### config.mk
export PLATFORM = sky130hd
export DESIGN_NAME = fifo_rd_burst_ctrl
export DESIGN_NICKNAME = d
export VERILOG_FILES = /design/src/rtl/fifo_rd_burst_ctrl.sv
export SDC_FILE = /design/constraint.sdc
export NUM_CORES = 1
export LEC_CHECK = 0
export CAP_MARGIN = 25
export CORE_AREA = 2 2 89 91
export DETAILED_ROUTE_END_ITERATION = 8
export DIE_AREA = 0 0 91 93
export DONT_BUFFER_PORTS = 1
export SLEW_MARGIN = 10
export SYNTH_ARGS = -nofsm -noshare
export SYNTH_HDL_FRONTEND = slang
export SYNTH_SLANG_ARGS = --single-unit
### constraint.sdc
create_clock -name sys_clk -period 2.85 [get_ports sys_clk]
set_input_delay 0.57 -clock sys_clk [delete_from_list [all_inputs] [get_ports sys_clk]]
set_output_delay 0.57 -clock sys_clk [all_outputs]
set_load 0.02 [all_outputs]
### src/rtl/fifo_rd_burst_ctrl.sv
// rtl/fifo_rd_burst_ctrl.sv - burst read sequencer for the read port of a dual-clock FIFO
// Optional partial-burst flush after an idle timeout: define FIFO_RD_TIMEOUT_EN.
module fifo_rd_burst_ctrl #(
    parameter int DATA_W      = 16,
    parameter int USEDW_W     = 8,
    parameter int BURST_LEN   = 16,
    parameter int FIFO_RD_LAT = 1,
    parameter int OBUF_DEPTH  = 4,
    parameter int TIMEOUT     = 255
) (
    input  logic               sys_clk,
    input  logic               sys_rst_n,
    input  logic               en,
    input  logic [DATA_W-1:0]  fifo_rd_data,
    input  logic               fifo_rd_empty,
    input  logic [USEDW_W-1:0] fifo_rd_usedw,
    output logic               fifo_rd_req,
    output logic [DATA_W-1:0]  m_data,
    output logic               m_valid,
    input  logic               m_ready,
    output logic               m_last,
    output logic               busy,
    output logic               burst_done
);
    localparam int PTR_W = $clog2(OBUF_DEPTH);
    localparam int CNT_W = PTR_W + 1;

    if (FIFO_RD_LAT < 1 || FIFO_RD_LAT > 2 || OBUF_DEPTH < FIFO_RD_LAT + 2 || BURST_LEN < 1
        || BURST_LEN >= (1 << USEDW_W) || TIMEOUT < 1) begin : g_bad_params
        $error("fifo_rd_burst_ctrl: illegal parameter combination");
    end

    typedef enum logic [1:0] {IDLE, BURST, DRAIN} state_t;
    state_t state, state_nxt;

    logic [USEDW_W-1:0]     remaining;
    logic [USEDW_W-1:0]     burst_len;
    logic                   start;
    logic [FIFO_RD_LAT-1:0] req_pipe;
    logic [FIFO_RD_LAT-1:0] last_pipe;
    logic                   capture;
    logic                   pop;
    logic [CNT_W-1:0]       inflight;
    logic [CNT_W:0]         credit_used;

    logic [DATA_W-1:0]      buf_data [OBUF_DEPTH];
    logic [OBUF_DEPTH-1:0]  buf_last;
    logic [PTR_W-1:0]       wr_ptr;
    logic [PTR_W-1:0]       rd_ptr;
    logic [CNT_W-1:0]       buf_count;

    assign capture     = req_pipe[FIFO_RD_LAT-1];
    assign m_valid     = (buf_count != '0);
    assign pop         = m_valid && m_ready;
    assign m_data      = m_valid ? buf_data[rd_ptr] : '0;
    assign m_last      = m_valid && buf_last[rd_ptr];
    assign busy        = (state != IDLE);
    assign credit_used = {1'b0, buf_count} + {1'b0, inflight};

    always_comb begin
        inflight = '0;
        for (int i = 0; i < FIFO_RD_LAT; i++) begin
            inflight = inflight + CNT_W'(req_pipe[i]);
        end
    end

`ifdef FIFO_RD_TIMEOUT_EN
    localparam int TMO_W = $clog2(TIMEOUT + 1);
    logic [TMO_W-1:0] tmo_cnt;
    logic             tmo_cond;
    logic             tmo_hit;

    // Residual words below the threshold are flushed once they sit idle for TIMEOUT cycles.
    assign tmo_cond = (state == IDLE) && en && (fifo_rd_usedw != '0)
                      && (fifo_rd_usedw < USEDW_W'(BURST_LEN));
    assign tmo_hit  = tmo_cond && (tmo_cnt == TMO_W'(TIMEOUT - 1));

    always_ff @(posedge sys_clk) begin
        if (!sys_rst_n || !tmo_cond || start) begin
            tmo_cnt <= '0;
        end else begin
            tmo_cnt <= tmo_cnt + TMO_W'(1);
        end
    end
`endif

    always_comb begin
        state_nxt   = state;
        fifo_rd_req = 1'b0;
        start       = 1'b0;
        burst_len   = USEDW_W'(BURST_LEN);
        burst_done  = 1'b0;
        case (state)
            IDLE: begin
                if (en && (fifo_rd_usedw >= USEDW_W'(BURST_LEN))) begin
                    start     = 1'b1;
                    state_nxt = BURST;
                end
`ifdef FIFO_RD_TIMEOUT_EN
                else if (tmo_hit) begin
                    start     = 1'b1;
                    burst_len = fifo_rd_usedw;
                    state_nxt = BURST;
                end
`endif
            end
            BURST: begin
                // Only request when a buffer slot is guaranteed for the returning word.
                fifo_rd_req = (remaining != '0) && !fifo_rd_empty
                              && (credit_used < (CNT_W + 1)'(OBUF_DEPTH));
                if (fifo_rd_req && (remaining == USEDW_W'(1))) begin
                    state_nxt = DRAIN;
                end
            end
            DRAIN: begin
                if (pop && m_last) begin
                    burst_done = 1'b1;
                    state_nxt  = IDLE;
                end
            end
            default: state_nxt = IDLE;
        endcase
    end

    always_ff @(posedge sys_clk) begin
        if (!sys_rst_n) begin
            state     <= IDLE;
            remaining <= '0;
            req_pipe  <= '0;
            last_pipe <= '0;
            wr_ptr    <= '0;
            rd_ptr    <= '0;
            buf_count <= '0;
        end else begin
            state <= state_nxt;
            if (start) begin
                remaining <= burst_len;
            end else if (fifo_rd_req) begin
                remaining <= remaining - USEDW_W'(1);
            end
            req_pipe[0]  <= fifo_rd_req;
            last_pipe[0] <= fifo_rd_req && (remaining == USEDW_W'(1));
            for (int i = 1; i < FIFO_RD_LAT; i++) begin
                req_pipe[i]  <= req_pipe[i-1];
                last_pipe[i] <= last_pipe[i-1];
            end
            if (capture) begin
                wr_ptr <= wr_ptr + PTR_W'(1);
            end
            if (pop) begin
                rd_ptr <= rd_ptr + PTR_W'(1);
            end
            if (capture && !pop) begin
                buf_count <= buf_count + CNT_W'(1);
            end else if (!capture && pop) begin
                buf_count <= buf_count - CNT_W'(1);
            end
        end
    end

    always_ff @(posedge sys_clk) begin
        if (capture) begin
            buf_data[wr_ptr] <= fifo_rd_data;
            buf_last[wr_ptr] <= last_pipe[FIFO_RD_LAT-1];
        end
    end

    a_obuf_bound: assert property (@(posedge sys_clk) disable iff (!sys_rst_n)
                                   buf_count <= CNT_W'(OBUF_DEPTH));

endmodule

==> impl_metrics.csv <==
group,metric,value,unit
global_route,grt_first_pass_wirelength,10200,um
timing,worst_slew_pin_slew,0.898,ns
clock_tree,post_cts_buffers,0,
critical_path,worst_setup_path_end_kind,"output pin",
critical_path,slowest_delay,0.39,ns
yosys,syn_avg_cell_area,16.1,um2
clock_tree,cts_tree,"built",
critical_path,required,2.28,ns
global_route,first_global_vias,1926,
critical_path,reg2reg_from,"buf_count[0]",
finish,areaGrowthSynthToFinish,9.70,%
critical_path,cp.arrival,1.86,ns
power,peakVddDrop,0.277,mV
critical_path,r2r-end,"buf_count[2]",
clock_tree,clock_sinks,89,
critical_path,cpMaxStageDelayCell,"a311o_1",
place,io_buffers,0,
critical_path,reg2reg_depth,8,
outcome,status,"finished clean",
yosys,yosysTopAreaCell,"edfxtp_1",
drt,m1WireLength,2750,um
finish,diodes,0,
yosys,synth_cell_types,38,
place,hpwl,4090,um
power,power.density,712,nW/um2
floorplan,rows,32,
clock_tree,cts-root-buf,"clkbuf_8",
place,routabilityCongestion,0.823,
global_route,grt_usage,16.2,%
critical_path,path_class,"reg2out",
timing,drv_slew,0,
yosys,yosys_warnings,0,
yosys,synth_top_area_share,55.8,%
critical_path,cp-startpoint,"buf_count[1]",
drt,dr_wl_met2,3000,um
finish,most-common-layout-cells,"68 x edfxtp_1, 21 x and2_1, 21 x dfxtp_1",
yosys,syn_area,3660,um2
timing,finalClockSkew,0.00717,ns
floorplan,initial_core_util,48.7,%
drt,vias,1877,
timing,whs,0.303,ns
floorplan,die_y,93,um
global_route,antenna_found_initial,0,
global_route,grt-ovfl-total,0,
clock_tree,hold_buffers,0,
finish,final_common_cell,"edfxtp_1",
timing,setup_slack,0.424,ns
critical_path,path_max_fanout,6,
drt,top_layer,"met4",
critical_path,cp_cell_sequence,"a311o_1 > nor2_1 > nand2_1 > inv_1",
yosys,syn_nets,266,
clock_tree,cts_resized,0,
drt,detail-route-antenna-nets,0,
timing,report.final.hold_viol_count,0,
finish,nets,277,
drt,drt-total-wl,6230,um
finish,drive_above_1_share,18.5,%
clock_tree,cts_buffers,9,
yosys,ys_ff_latch,89,
clock_tree,cts.clk_slew.worst_paths,0.09,ns
place,post-place-ws,0.561,ns
floorplan,coreArea,7530,um2
drt,vias_per_cell,5.44,
drt,wl_met3,345,um
timing,tns,0,ns
timing,relSlewSlack,40.1,%
drt,drcViolationCount,0,
floorplan,die_w,91,um
finish,fin_util,53.4,%
critical_path,r2r_setup_slack,0.55,ns
finish,num-fill-cells,635,
drt,drt_iter0_markers,98,
drt,dr.pass1.iters,4,
timing,rsz0062_at_grt,"no",
yosys,ys_top_cells_by_area,"edfxtp_1 56%, dfxtp_1 11%, mux4_2 10%, and2_1 3.6%, ha_1 2.7%",
timing,min_period_over_period,85.1,%
finish,fin_cells,345,
job,maxCapViolations,0,
timing,fin_crit,2.43,ns
clock_tree,htreeDepth,3,
hold_path,hold_class,"in2reg",
floorplan,dieArea,8460,um2
critical_path,critPathCapture,"fifo_rd_req",
timing,setup_viol,0,
power,p_leak,1.34,nW
drt,routedWlPerCell,18.1,um
timing,fmax,0.412,GHz
global_route,grt_start_max_net_pins,21,
place,place_inst,330,
yosys,synth_seq_area_share,67.2,%
critical_path,crit_path_start_kind,"register",
clock_tree,clk_latency,0.35,ns
floorplan,ios,50,
clock_tree,clockBufferDepth,2,
yosys,synthCells,228,
how the worst min path moves through the flow:
stage          depth (start not counted)              end              from  slack (ns)
5_1_grt                                0  buf_data[1][15]  fifo_rd_data[15]        0.28
6_report                               0  buf_data[2][15]  fifo_rd_data[15]        0.30
2_1_floorplan                          0      buf_last[0]         last_pipe        0.44
3_3_place_gp                           2     remaining[7]      remaining[7]        0.46
4_1_cts                                0  buf_data[2][15]  fifo_rd_data[15]        0.29
3_5_place_dp                           2     remaining[7]      remaining[7]        0.47
kinds of logic (layout without fill, tap and decap cells):
logic type | Yosys count | after routing | synth area share, %
muxes | 21 | 21 | 11.5
AOI/OAI and AO/OA | 20 | 20 | 3.83
and+or+nand+nor | 67 | 67 | 11.0
DFF | 89 | 89 | 67.2
buffers and inverters | 16 | 31 | 1.71
xor gates and xnor gates | 6 | 6 | 1.43
adders and majority gates | 9 | 9 | 3.28
worst max-delay path, delay by kind of cell, from the launching register on:
kind / cells / cell delay, ns
AOI/OAI and AO/OA: 1 / 0.39
buffers and inverters: 1 / 0.23
DFF: 1 / 0.35
and+or+nand+nor: 2 / 0.54
per-stage QoR:
step / instance area [um2] / power, mW
after floorplan: 3660 / 1.95
after global placement: 3830 / 2.05
after detailed placement: 3830 / 2.06
after CTS: 4020 / 2.90
after global routing: 4020 / 3.01
final: 4020 / 2.86
final cells by class:
| cell class | instances | area (um2) | area share [%] |
|---|---|---|---|
| clock buffer | 9 | 124 | 3.08 |
| clock inverter | 6 | 67.6 | 1.68 |
| inverter | 9 | 33.8 | 0.841 |
| multi-input combinational | 123 | 1140 | 28.3 |
| sequential | 89 | 2460 | 61.3 |
| tap | 102 | 128 | 3.18 |
| timing repair buffer | 7 | 65.1 | 1.62 |
sequential cells by signal (all words and copies together) (netlist names), named ones only:
register	flops
buf_count	3
buf_data	64
buf_last	4
capture	1
last_pipe	1
rd_ptr	2
remaining	8
state	2
wr_ptr	2
power breakdown:
| part | switching [mW] | internal [mW] | total (mW) |
|---|---|---|---|
| combinational | 0.325 | 0.216 | 0.541 |
| sequential | 0.0447 | 1.43 | 1.48 |
| clock | 0.439 | 0.405 | 0.843 |
| total | 0.808 | 2.05 | 2.86 |
per-layer routing:
metal	vias to the layer above	track usage, %
met2	56	25.2
met3	11	4.92
li1	894	-
met5	-	0
met1	916	21.0
met4	0	7.58
Yosys cell counts:
library cell	n
nor4_4	1
mux4_2	17
or2_4	1
and2_1	21
a221oi_1	1
nand2b_1	3
o31ai_1	3
or3_1	2
nand4_1	2
clkbuf_1	5
fa_1	1
o21ai_0	2
o311ai_0	2
and3_1	3
mux2i_1	4
a311o_1	1
ha_1	8
nor3b_1	1
inv_1	9
a41oi_1	1
dfxtp_1	21
nand2_1	6
a211oi_1	1
nand3_1	5
or3_2	1
a21oi_1	8
xor2_1	4
nor3_1	2
and4_1	1
nor2_1	12
a2111oi_2	1
or4_1	3
nor4b_1	1
nand2b_4	1
buf_2	2
edfxtp_1	68
or2_2	1
xnor2_1	2
No activity file was read; power rests on OpenSTA's default activity.
